--- config.mk ---
export PLATFORM = sky130hd
export DESIGN_NAME = trap_sequencer
export DESIGN_NICKNAME = d
export VERILOG_FILES = /design/src/rtl/trap_sequencer.sv
export SDC_FILE = /design/constraint.sdc
export NUM_CORES = 1
export LEC_CHECK = 0
export CORE_MARGIN = 2
export CORE_UTILIZATION = 40
export CTS_CLUSTER_SIZE = 14
export DETAILED_ROUTE_END_ITERATION = 16
export PLACE_DENSITY = 0.89
export SYNTH_ARGS = -nofsm -noshare
export SYNTH_HDL_FRONTEND = slang
export SYNTH_SLANG_ARGS = --single-unit
--- constraint.sdc ---
create_clock -name clk_i -period 5.2 [get_ports clk_i]
set_input_delay 1.04 -clock clk_i [delete_from_list [all_inputs] [get_ports clk_i]]
set_output_delay 1.04 -clock clk_i [all_outputs]
set_load 0.02 [all_outputs]
--- src/rtl/trap_sequencer.sv ---
// ============================================================================
// Module   : trap_sequencer
// Purpose  : Sequences every privileged control transfer (synchronous
//            exception, machine interrupt, MRET) around the csr block.
//            A taken event is latched in IDLE, the pipeline is flushed and
//            drained, the csr trap/mret update is pulsed for one cycle, and
//            fetch is redirected to the handler vector or to mepc.
// Ports    :
//   clk_i            core clock, rising edge
//   reset_i          asynchronous active-high reset
//   exc_valid_i      synchronous exception from the oldest instruction
//   exc_cause_i      mcause for the exception
//   exc_pc_i         PC of the faulting instruction
//   mret_valid_i     MRET reached commit
//   irq_ext_i/irq_sw_i/irq_tmr_i  level interrupt lines (mip 11/3/7)
//   mie_bits_i       csr mie
//   mstatus_mie_i    csr mstatus.MIE
//   mtvec_i          csr mtvec (sampled while committing)
//   mepc_i           csr mepc (MRET target)
//   current_pc_i     interrupt return point
//   pipe_empty_i     no instruction in flight past fetch
//   redirect_ready_i fetch accepted redirect_pc_o
//   flush_o          kill in-flight instructions (DRAIN)
//   stall_fetch_o    hold fetch while not IDLE
//   csr_trap_we_o    one-cycle trap update pulse
//   csr_mret_we_o    one-cycle MRET restore pulse
//   trap_cause_o     latched mcause
//   trap_pc_o        latched mepc value
//   redirect_valid_o redirect_pc_o valid, held until accepted
//   redirect_pc_o    handler address or mepc
// Revision : 1.0 - initial release
// ============================================================================
`default_nettype none

module trap_sequencer #(
    parameter bit VECTORED_EN = 1'b1,
    parameter int DRAIN_MAX   = 15
) (
    input  logic        clk_i,
    input  logic        reset_i,
    input  logic        exc_valid_i,
    input  logic [31:0] exc_cause_i,
    input  logic [31:0] exc_pc_i,
    input  logic        mret_valid_i,
    input  logic        irq_ext_i,
    input  logic        irq_sw_i,
    input  logic        irq_tmr_i,
    input  logic [31:0] mie_bits_i,
    input  logic        mstatus_mie_i,
    input  logic [31:0] mtvec_i,
    input  logic [31:0] mepc_i,
    input  logic [31:0] current_pc_i,
    input  logic        pipe_empty_i,
    input  logic        redirect_ready_i,
    output logic        flush_o,
    output logic        stall_fetch_o,
    output logic        csr_trap_we_o,
    output logic        csr_mret_we_o,
    output logic [31:0] trap_cause_o,
    output logic [31:0] trap_pc_o,
    output logic        redirect_valid_o,
    output logic [31:0] redirect_pc_o
);

    typedef enum logic [1:0] {
        S_IDLE     = 2'd0,
        S_DRAIN    = 2'd1,
        S_COMMIT   = 2'd2,
        S_REDIRECT = 2'd3
    } state_t;

    typedef enum logic [1:0] {
        K_EXC  = 2'd0,
        K_MRET = 2'd1,
        K_IRQ  = 2'd2
    } kind_t;

    // Drain counter counts 0 .. DRAIN_MAX-1; the last value forces COMMIT.
    localparam int CNT_W = (DRAIN_MAX > 1) ? $clog2(DRAIN_MAX) : 1;
    localparam logic [CNT_W-1:0] c_CNT_LAST =
        (DRAIN_MAX > 0) ? CNT_W'(DRAIN_MAX - 1) : '0;

    localparam logic [31:0] c_CAUSE_EXT = 32'h8000_000B;
    localparam logic [31:0] c_CAUSE_SW  = 32'h8000_0003;
    localparam logic [31:0] c_CAUSE_TMR = 32'h8000_0007;

    state_t             state_q;
    kind_t              kind_q;
    logic [CNT_W-1:0]   cnt_q;
    logic               flush_q;
    logic               stall_q;
    logic               trap_we_q;
    logic               mret_we_q;
    logic [31:0]        cause_q;
    logic [31:0]        pc_q;
    logic               rvalid_q;
    logic [31:0]        rpc_q;

    // ------------------------------------------------------------------
    // Interrupt qualification and fixed priority ext > sw > tmr
    // ------------------------------------------------------------------
    logic        w_ext_en;
    logic        w_sw_en;
    logic        w_tmr_en;
    logic        w_irq_pending;
    logic [31:0] w_irq_cause;
    logic        w_event;
    logic        w_drain_done;

    assign w_ext_en      = irq_ext_i & mie_bits_i[11];
    assign w_sw_en       = irq_sw_i  & mie_bits_i[3];
    assign w_tmr_en      = irq_tmr_i & mie_bits_i[7];
    assign w_irq_pending = mstatus_mie_i & (w_ext_en | w_sw_en | w_tmr_en);

    always_comb begin
        w_irq_cause = c_CAUSE_TMR;
        if (w_ext_en) begin
            w_irq_cause = c_CAUSE_EXT;
        end else if (w_sw_en) begin
            w_irq_cause = c_CAUSE_SW;
        end
    end

    assign w_event = exc_valid_i | mret_valid_i | w_irq_pending;

    // DRAIN ends on an empty pipe, or on timeout when a limit is configured.
    assign w_drain_done = pipe_empty_i |
                          ((DRAIN_MAX != 0) && (cnt_q == c_CNT_LAST));

    // Only the interrupt-relevant mie bits are consumed.
    logic w_unused;
    assign w_unused = &{1'b0, mie_bits_i[31:12], mie_bits_i[10:8],
                        mie_bits_i[6:4], mie_bits_i[2:0]};

    // ------------------------------------------------------------------
    // Redirect target. Vectored mode applies to interrupts only; the
    // offset is 4*cause[4:0] added to the aligned base, wrap ignored.
    // ------------------------------------------------------------------
    function automatic logic [31:0] f_target(
        input kind_t       kind,
        input logic [4:0]  cause_lo,
        input logic [31:0] pc,
        input logic [31:0] tvec
    );
        logic [31:0] base;
        base = {tvec[31:2], 2'b00};
        if (kind == K_MRET) begin
            return pc;
        end
        if ((kind == K_IRQ) && VECTORED_EN && (tvec[1:0] == 2'b01)) begin
            return base + {25'd0, cause_lo, 2'b00};
        end
        return base;
    endfunction

    // ------------------------------------------------------------------
    // Sequencer with registered outputs
    // ------------------------------------------------------------------
    always_ff @(posedge clk_i or posedge reset_i) begin
        if (reset_i) begin
            state_q   <= S_IDLE;
            kind_q    <= K_EXC;
            cnt_q     <= '0;
            flush_q   <= 1'b0;
            stall_q   <= 1'b0;
            trap_we_q <= 1'b0;
            mret_we_q <= 1'b0;
            cause_q   <= 32'd0;
            pc_q      <= 32'd0;
            rvalid_q  <= 1'b0;
            rpc_q     <= 32'd0;
        end else begin
            // csr pulses are single-cycle by construction
            trap_we_q <= 1'b0;
            mret_we_q <= 1'b0;

            case (state_q)
                S_IDLE: begin
                    if (exc_valid_i) begin
                        kind_q  <= K_EXC;
                        cause_q <= exc_cause_i;
                        pc_q    <= exc_pc_i;
                    end else if (mret_valid_i) begin
                        // mcause is left untouched by MRET
                        kind_q  <= K_MRET;
                        pc_q    <= mepc_i;
                    end else if (w_irq_pending) begin
                        kind_q  <= K_IRQ;
                        cause_q <= w_irq_cause;
                        pc_q    <= current_pc_i;
                    end
                    if (w_event) begin
                        state_q <= S_DRAIN;
                        flush_q <= 1'b1;
                        stall_q <= 1'b1;
                        cnt_q   <= '0;
                    end
                end

                S_DRAIN: begin
                    if (w_drain_done) begin
                        state_q <= S_COMMIT;
                        flush_q <= 1'b0;
                        if (kind_q == K_MRET) begin
                            mret_we_q <= 1'b1;
                        end else begin
                            trap_we_q <= 1'b1;
                        end
                        // Early copy so the target is visible alongside the
                        // csr pulse; it is refreshed from mtvec in COMMIT.
                        rpc_q <= f_target(kind_q, cause_q[4:0], pc_q, mtvec_i);
                    end else begin
                        cnt_q <= cnt_q + 1'b1;
                    end
                end

                S_COMMIT: begin
                    state_q  <= S_REDIRECT;
                    rvalid_q <= 1'b1;
                    rpc_q    <= f_target(kind_q, cause_q[4:0], pc_q, mtvec_i);
                end

                S_REDIRECT: begin
                    if (redirect_ready_i) begin
                        state_q  <= S_IDLE;
                        rvalid_q <= 1'b0;
                        stall_q  <= 1'b0;
                    end
                end

                default: begin
                    state_q  <= S_IDLE;
                    flush_q  <= 1'b0;
                    stall_q  <= 1'b0;
                    rvalid_q <= 1'b0;
                end
            endcase
        end
    end

    assign flush_o          = flush_q;
    assign stall_fetch_o    = stall_q;
    assign csr_trap_we_o    = trap_we_q;
    assign csr_mret_we_o    = mret_we_q;
    assign trap_cause_o     = cause_q;
    assign trap_pc_o        = pc_q;
    assign redirect_valid_o = rvalid_q;
    assign redirect_pc_o    = rpc_q;

endmodule

`default_nettype wire

---- Word level (Yosys, flattened, before mapping) ----
Index checks and enable logic that the tools add are counted.
operators by class
  add/sub/neg operators ................... 2
  equal/unequal tests ..................... 12
  mux-type cells .......................... 47
  bitwise logic cells ..................... 9
  reduce and logical (&&, ||, !) cells .... 16
operators with widths
  operator                                                               count
  32-bit two-way mux                                                     14
  32-bit case mux with 2 select lines                                    1
  32-bit by 7-bit adder with 32-bit output                               1
  1-bit two-way mux                                                      18
  3-bit AND reduction                                                    5
  2-bit two-way mux                                                      6
  2-bit != test, second input constant                                   5
  2-bit nonzero test                                                     5
  4-bit two-way mux                                                      2
  2-bit case mux with 4 select lines                                     1
  4-bit case mux with 2 select lines                                     1
  2-bit by 1-bit equality test with 1-bit output, second input constant  3
  2-bit equality test, second input constant                             3
  1-bit case mux with 2 select lines                                     3
  2-bit AND reduction                                                    3
  1-bit OR                                                               5
  4-bit by 1-bit adder with 4-bit output, second input constant          1
  1-bit bitwise AND                                                      4
  4-bit equality test, second input constant                             1
  3-bit two-way mux                                                      1
  3-bit nonzero test                                                     1
  2-bit logical NOT                                                      1
  1-bit logical AND                                                      1
storage, ports and cells
  flip-flop bits (word level) ............. 109
  input bits .............................. 202
  output and inout bits ................... 101
  logic and storage cells ................. 97

---- Logic depth before layout (Yosys ltp) ----
Gate-level depths: netlist of run 1.
  depth after elaboration ................. 11
  mapped depth ............................ 9
  gate-level depth less buffers ........... 7

---- Worst setup path before layout of run 1 ----
Ideal clock, no wire load.
  path type ............................... input -> register
  start point ............................. input port mtvec_i[2]
  end point ............................... register rpc_q[28] (netlist: redirect_pc_o[28])
  library setup time ...................... 0.069 ns
  arrival ................................. 2.676 ns
  required time ........................... 5.131 ns
  setup slack ............................. 2.455 ns
  stages on the path ...................... 7
  buffers on the path ..................... 0
  cells stage by stage .................... ha_1 fa_1 a211oi_1 o21ba_1 or3_4 or4_1 nand3_1
on the way
  word-level cells in the longest chain between the ends .. 6
  elaborated cells between the ends (all ways) .. 8
  those cells by class .................... 1 x add/sub; 7 x mux
RTL lines
  item                                        RTL line  RTL
  from (decl)                                 50        input logic [31:0] mtvec_i,
  32-bit by 7-bit adder with 32-bit output *  151       return base + {25'd0, cause_lo, 2'b00};
  32-bit two-way mux *                        150       if ((kind == K_IRQ) && VECTORED_EN && (tvec[1:0] == 2'b01)) begin
  32-bit two-way mux                          153       return base;
  32-bit two-way mux                          150
  32-bit two-way mux                          201       if (w_drain_done) begin
  32-bit case mux with 2 select lines *       177       case (state_q)
  to (signal assigned)                        211       rpc_q <= f_target(kind_q, cause_q[4:0], pc_q, mtvec_i);
  to (signal assigned)                        220       rpc_q <= f_target(kind_q, cause_q[4:0], pc_q, mtvec_i);
  to (decl)                                   97        logic [31:0] rpc_q;
Every way passes the cells marked *; elsewhere a longest branch is shown, timed or not. The select of a mux whose other input is x is not followed.
A chain may end at the register's enable or synchronous reset.

---- Worst setup path in the final report of run 1 ----
  start point ............................. input port mtvec_i[3]
  end point ............................... register rpc_q[31] (netlist: redirect_pc_o[31])
Same word-level chain as after synthesis.

==> flow_metrics.tcl, run 1 <==
set metrics [dict create \
    synth_cells 626 \
    numCtsBuffers 9 \
    finalHoldViolations 0 \
    worstSetupStartpointType "input port" \
    async_flop_share_pct 100.0 \
    antenna_cells 0 \
    cts_sinks 109 \
    drt_iter0_drc 574 \
    num_rows 44 \
    slew_viol_final 0 \
    cts-root-buf "clkbuf_16" \
    drive_above_1_share_pct 4.110 \
    setup-violations-final 0 \
    routed.top_layer "met4" \
    grt_max_degree 52 \
    start_util_pct 40.77 \
    p_leak_nw 3.746 \
    dieArea_um2 15690 \
    nets 1086 \
    gp_congestion 0.9413 \
    p_total_mw 5.005 \
    grt_pass1_vias 5800 \
    antenna_found_initial 0 \
    synth_area_um2 5881 \
    synth_warnings 0 \
    antenna_left 0 \
    arrival_ps 3530 \
    clk_path_buf_depth 2 \
    met3_length_mm 1.476 \
    postCtsSetupRepairBufs 0 \
    clk_latency_ps 370 \
    post_drt_via_cell_ratio 5.591 \
    die_height_um 125.3 \
    pin_count 303 \
    cts_resized 0 \
    syn_nets 841 \
    setup_slack_ps 1914 \
    drc 0 \
    tightest_slew_ps 1172 \
    ys_seq_area_share_pct 46.38 \
    period_needed_ps 3286 \
    drt_pre_antenna_iters 5 \
    clk_pin_slew_ps 80 \
    hpwl_mm 15.63 \
    cp_max_fo 11 \
    cp-end-kind "flop" \
    synth_flop_cell "dfrtp_1" \
    ys_seq_elements 109 \
    power-per-cell-area_nw_per_um2 556.6 \
    worstPathRequired_ps 5450 \
    rsz0062_at_grt "false" \
    status "completed" \
    slew_headroom_pct 21.90 \
    postLayoutCoreUtil_pct 62.35 \
    wl_met1_mm 8.830 \
    skew_ps 9.158 \
    met2_length_mm 9.277 \
    synth.lib_cells_used.distinct 54 \
    routedWlPerCell_um 19.23 \
    tritoncts "yes" \
    grt_usage_pct 25.74 \
    ir_drop_uv 299.8 \
    grt_pass1_wl_mm 31.73 \
    dp_slack_ps 1573 \
    dieWidth_um 125.3 \
    fin_tns_setup_ps 0 \
    routed_wl_mm 20.39 \
    holdBufCountCts 0 \
    place_inst 1044 \
    hp-class "reg -> reg" \
    syn_to_final_growth_pct 52.94 \
    io_buffers 273 \
    synth_enable_flop_cells 0 \
    coreArea_um2 14420 \
    final_common_cell "clkdlybuf4s50_1" \
    fmax_mhz 304.3 \
    grt.overflow.total 0 \
    h-tree-depth 3 \
    post-route-period-util_pct 63.19 \
    maxCapViolations 0 \
    syn_avg_cell_area_um2 9.394 \
    vias 5926 \
    fin_cells 1060 \
    critical_path_class "in -> reg" \
    mostFrequentLayoutCells "clkdlybuf4s50_1, dfrtp_1, nor2_1, a21oi_1, nand2_1" \
]
cell type report:
class                           instances  area [um2]
Sequential cell                       109        2728
Multi-Input combinational cell        461        2937
Inverter                               10       40.04
Fill cell                            1180        5430
Clock inverter                          7       58.81
Clock buffer                            9       225.2
Timing Repair Buffer                  280        2775
Tap cell                              184       230.2
registers in the layout, indices dropped and copies added (netlist names), 2 cells and up:
name,flops
cnt_q,4
kind_q,2
redirect_pc_o,32
state_q,2
trap_cause_o,32
trap_pc_o,32
logic make-up after synthesis:
| group | Yosys count | synth area share (%) |
|---|---|---|
| compound gates | 205 | 22.57 |
| fa+ha+maj | 13 | 2.894 |
| flops | 109 | 46.38 |
| mux | 33 | 5.638 |
| xor+xnor | 22 | 3.277 |
| buf+inv | 56 | 3.894 |
| simple gates | 188 | 15.34 |
final timing paths:
check / start / endpoint / slack, ps / cells past startpoint
min: redirect_pc_o[0]$_DFFE_PP0P_ / redirect_pc_o[0]$_DFFE_PP0P_ / 480 / 2
max in group asynchronous: reset_i / trap_pc_o[23]$_DFFE_PP0P_ / 3150 / 3
max: mtvec_i[3] / redirect_pc_o[31]$_DFFE_PP0P_ / 1910 / 7
min reg2reg: redirect_pc_o[0]$_DFFE_PP0P_ / redirect_pc_o[0]$_DFFE_PP0P_ / 480 / 2
min in group asynchronous: reset_i / redirect_pc_o[3]$_DFFE_PP0P_ / 1060 / 2
max reg2reg: state_q[1]$_DFFE_PP0P_ / redirect_pc_o[25]$_DFFE_PP0P_ / 2580 / 6
cell usage after synthesis, types with 3 or more instances:
library cell	instances	area [um2]
or4_1	5	37.54
ha_1	12	150.1
a211oi_1	6	45.04
a21o_1	6	45.04
buf_2	11	55.05
nor2b_1	3	18.77
nand2b_1	3	18.77
clkbuf_1	28	105.1
nor3_1	4	20.02
o22ai_1	14	87.58
a22o_1	28	245.2
xor2_1	6	52.55
a22oi_1	8	60.06
nor2_1	59	221.5
and3_1	16	100.1
nand2_1	51	191.4
nand4_1	8	50.05
o22a_1	3	26.28
buf_1	5	18.77
mux2i_1	32	320.3
inv_1	10	37.54
dfrtp_1	109	2728
and2_1	6	37.54
o211ai_1	7	52.55
o21ai_0	47	235.2
a21oi_1	60	300.3
nand3_1	22	110.1
a221o_1	8	80.08
a2111oi_0	4	35.03
xnor2_1	16	140.1
metal layers:
metal,global-route usage (%),vias to the layer above
li1,-,2776
met1,35.47,2805
met2,39.03,289
met3,5.905,56
met4,11.24,0
met5,0,-
metrics by stage:
step | hold WS (ps) | area [um2]
after global routing | 511.1 | 8994
after floorplan | 478.5 | 5881
after global placement | 454.0 | 8710
after CTS | 484.4 | 8994
final | 484.3 | 8994
after detailed placement | 468.1 | 8710
power breakdown:
group	internal (mW)	total, mW	switching [mW]
Clock	0.333	0.683	0.350
Sequential	1.25	1.57	0.321
Combinational	1.24	2.75	1.52
Total	2.82	5.01	2.19
critical path, stage by stage:
cell             delay [ps]
clkdlybuf4s50_1         470
ha_1                    310
a21o_1                  130
nand4_1                 440
a2111oi_0               780
mux2i_1                 270
nand3_1                  90
Note: power is estimated with default switching activity, not from simulation.
==> run 2: changes to the inputs <==
==> constraint.sdc (replaced) <==
create_clock -name clk_i -period 3.4 [get_ports clk_i]
set_input_delay 0.68 -clock clk_i [delete_from_list [all_inputs] [get_ports clk_i]]
set_output_delay 0.68 -clock clk_i [all_outputs]
set_load 0.02 [all_outputs]
==> flow_metrics.tcl, run 2 (synthesis results as in run 1) <==
set metrics [dict create \
    vias 5991 \
    period_needed_ps 2860 \
    cp_num_buf_inv 1 \
    seq_area_um2 2728 \
    routedWlPerCell_um 19.13 \
    io_buffers 273 \
    worst-r2r-setup-slack_ps 790 \
    switching_power_mw 3.347 \
    power-per-cell-area_nw_per_um2 850.5 \
    cts_resized 0 \
    numCtsBuffers 9 \
    drt_pre_antenna_iters 6 \
    nets 1096 \
    worstPathRequired_ps 3600 \
    syn_to_final_growth_pct 54.60 \
    multi_input_area_um2 2937 \
    setup_slack_ps 539.8 \
    clk_latency_ps 360 \
    ir_drop_uv 409.9 \
    drc 0 \
    mostFrequentLayoutCells "clkdlybuf4s50_1, dfrtp_1, nor2_1, a21oi_1, nand2_1" \
    die_height_um 125.3 \
    fmax_mhz 349.6 \
    pin_count 303 \
    cp-end-kind "flop" \
    grt_max_degree 110 \
    p_seq_share_pct 31.0 \
    p_comb_share_pct 55.7 \
    holdBufCountCts 0 \
    p_leak_nw 3.796 \
    max_stage_delay_ps 820 \
    p_clk_share_pct 13.3 \
    hpwl_mm 15.74 \
    critical_path_class "in -> reg" \
    p_int_mw 4.385 \
    slew_viol_final 0 \
    slew_headroom_pct 33.14 \
    maxCapViolations 0 \
    num_rows 44 \
    dieWidth_um 125.3 \
    final_common_cell "clkdlybuf4s50_1" \
    cts-root-buf "clkbuf_16" \
    routed_wl_mm 20.47 \
    slowest_stage "a2111oi_0" \
    postCtsSetupRepairBufs 0 \
    gp_congestion 0.9278 \
    fin_tns_setup_ps 0 \
    drt_iter0_drc 560 \
    clk_path_buf_depth 2 \
    tightest_slew_ps 1003 \
    grt_pass1_vias 5865 \
    skew_ps 11.17 \
    grt_pass1_wl_mm 32.09 \
    hp-class "reg -> reg" \
    status "completed" \
    rsz0062_at_grt "false" \
    h-tree-depth 3 \
    grt_usage_pct 25.85 \
    post_drt_via_cell_ratio 5.599 \
    postLayoutCoreUtil_pct 63.03 \
    cp_max_fo 7 \
    antenna_left 0 \
    start_util_pct 40.77 \
    n_fill_cell 1191 \
    crit_chain "clkdlybuf4s50_1, ha_1, a21o_1, nand4_1, a2111oi_0, xnor2_1, o22ai_1" \
    clk_pin_slew_ps 80 \
    cts_sinks 109 \
    dieArea_um2 15690 \
    fin_cells 1070 \
    setup-violations-final 0 \
    finalHoldViolations 0 \
    grt.overflow.total 0 \
    p_total_mw 7.732 \
    antenna_found_initial 0 \
    place_inst 1054 \
    tritoncts "yes" \
    dp_slack_ps 273.0 \
    post-route-period-util_pct 84.12 \
    netSwitchingFraction_pct 43.28 \
    arrival_ps 3060 \
    worstSetupStartpointType "input port" \
    coreArea_um2 14420 \
    cp_top_family "compound AO/OA/AOI/OAI gates" \
    antenna_cells 0 \
    drive_above_1_share_pct 5.079 \
]
run 2: cell count changes in the layout (fill, tap and decap cells not counted):
cell | before | now
buf_12 | 0 | 2
buf_4 | 7 | 15
clkbuf_1 | 0 | 1
clkinv_2 | 1 | 0
clkinv_4 | 2 | 1
clkinvlp_4 | 1 | 2
inv_4 | 1 | 0
inv_6 | 2 | 4
inv_8 | 1 | 0
run 2: metal layers:
metal | routed length (um) | part of all wire [%] | GRT usage (%)
met3 | 1316 | 6.4 | 4.365
met5 | 0 | 0 | 0
met2 | 9696 | 47 | 40.98
met4 | 606 | 3.0 | 10.33
met1 | 8849 | 43 | 35.50
run 2: final timing paths:
| kind | cells after the start | start | end |
|---|---|---|---|
| worst min-delay path | 2 | redirect_pc_o[1]$_DFFE_PP0P_ | redirect_pc_o[1]$_DFFE_PP0P_ |
| worst min register to register | 2 | redirect_pc_o[1]$_DFFE_PP0P_ | redirect_pc_o[1]$_DFFE_PP0P_ |
| worst max-delay path | 7 | mtvec_i[3] | redirect_pc_o[23]$_DFFE_PP0P_ |
| worst max register to register | 6 | state_q[1]$_DFFE_PP0P_ | redirect_pc_o[25]$_DFFE_PP0P_ |
| min in group asynchronous | 3 | reset_i | trap_pc_o[20]$_DFFE_PP0P_ |
| max in group asynchronous | 3 | reset_i | trap_cause_o[25]$_DFFE_PP0P_ |
run 2: through the flow:
stage | area, um2 | hold slack [ps]
2_1_floorplan | 5884 | 478.5
3_3_place_gp | 8811 | 450.9
4_1_cts | 9091 | 485.6
3_5_place_dp | 8811 | 463.6
6_report | 9091 | 474.1
5_1_grt | 9091 | 515.4
run 2: power by group through the flow:
stage	clock [mW]	sequential [mW]	combinational, mW
2_1_floorplan	0	2.95	1.70
3_3_place_gp	0	2.38	4.17
3_5_place_dp	0	2.40	4.28
4_1_cts	1.04	2.39	4.30
5_1_grt	1.10	2.46	4.60
6_report	1.03	2.40	4.31
run 2: worst register-to-register path, stage by stage (launching register included):
cell and delay (ps):
dfrtp_1 410, inv_1 120, ha_1 390, nor2_1 160, a211o_1 620, or4_1 630
o211ai_1 190
run 2: final cells by class:
cell class                 count  area share [%]
inverter                      10          0.4542
clock inverter                 6          0.5643
tap                          184           2.532
clock buffer                  10           2.519
timing repair buffer         290           31.63
sequential                   109           30.00
multi-input combinational    461           32.30
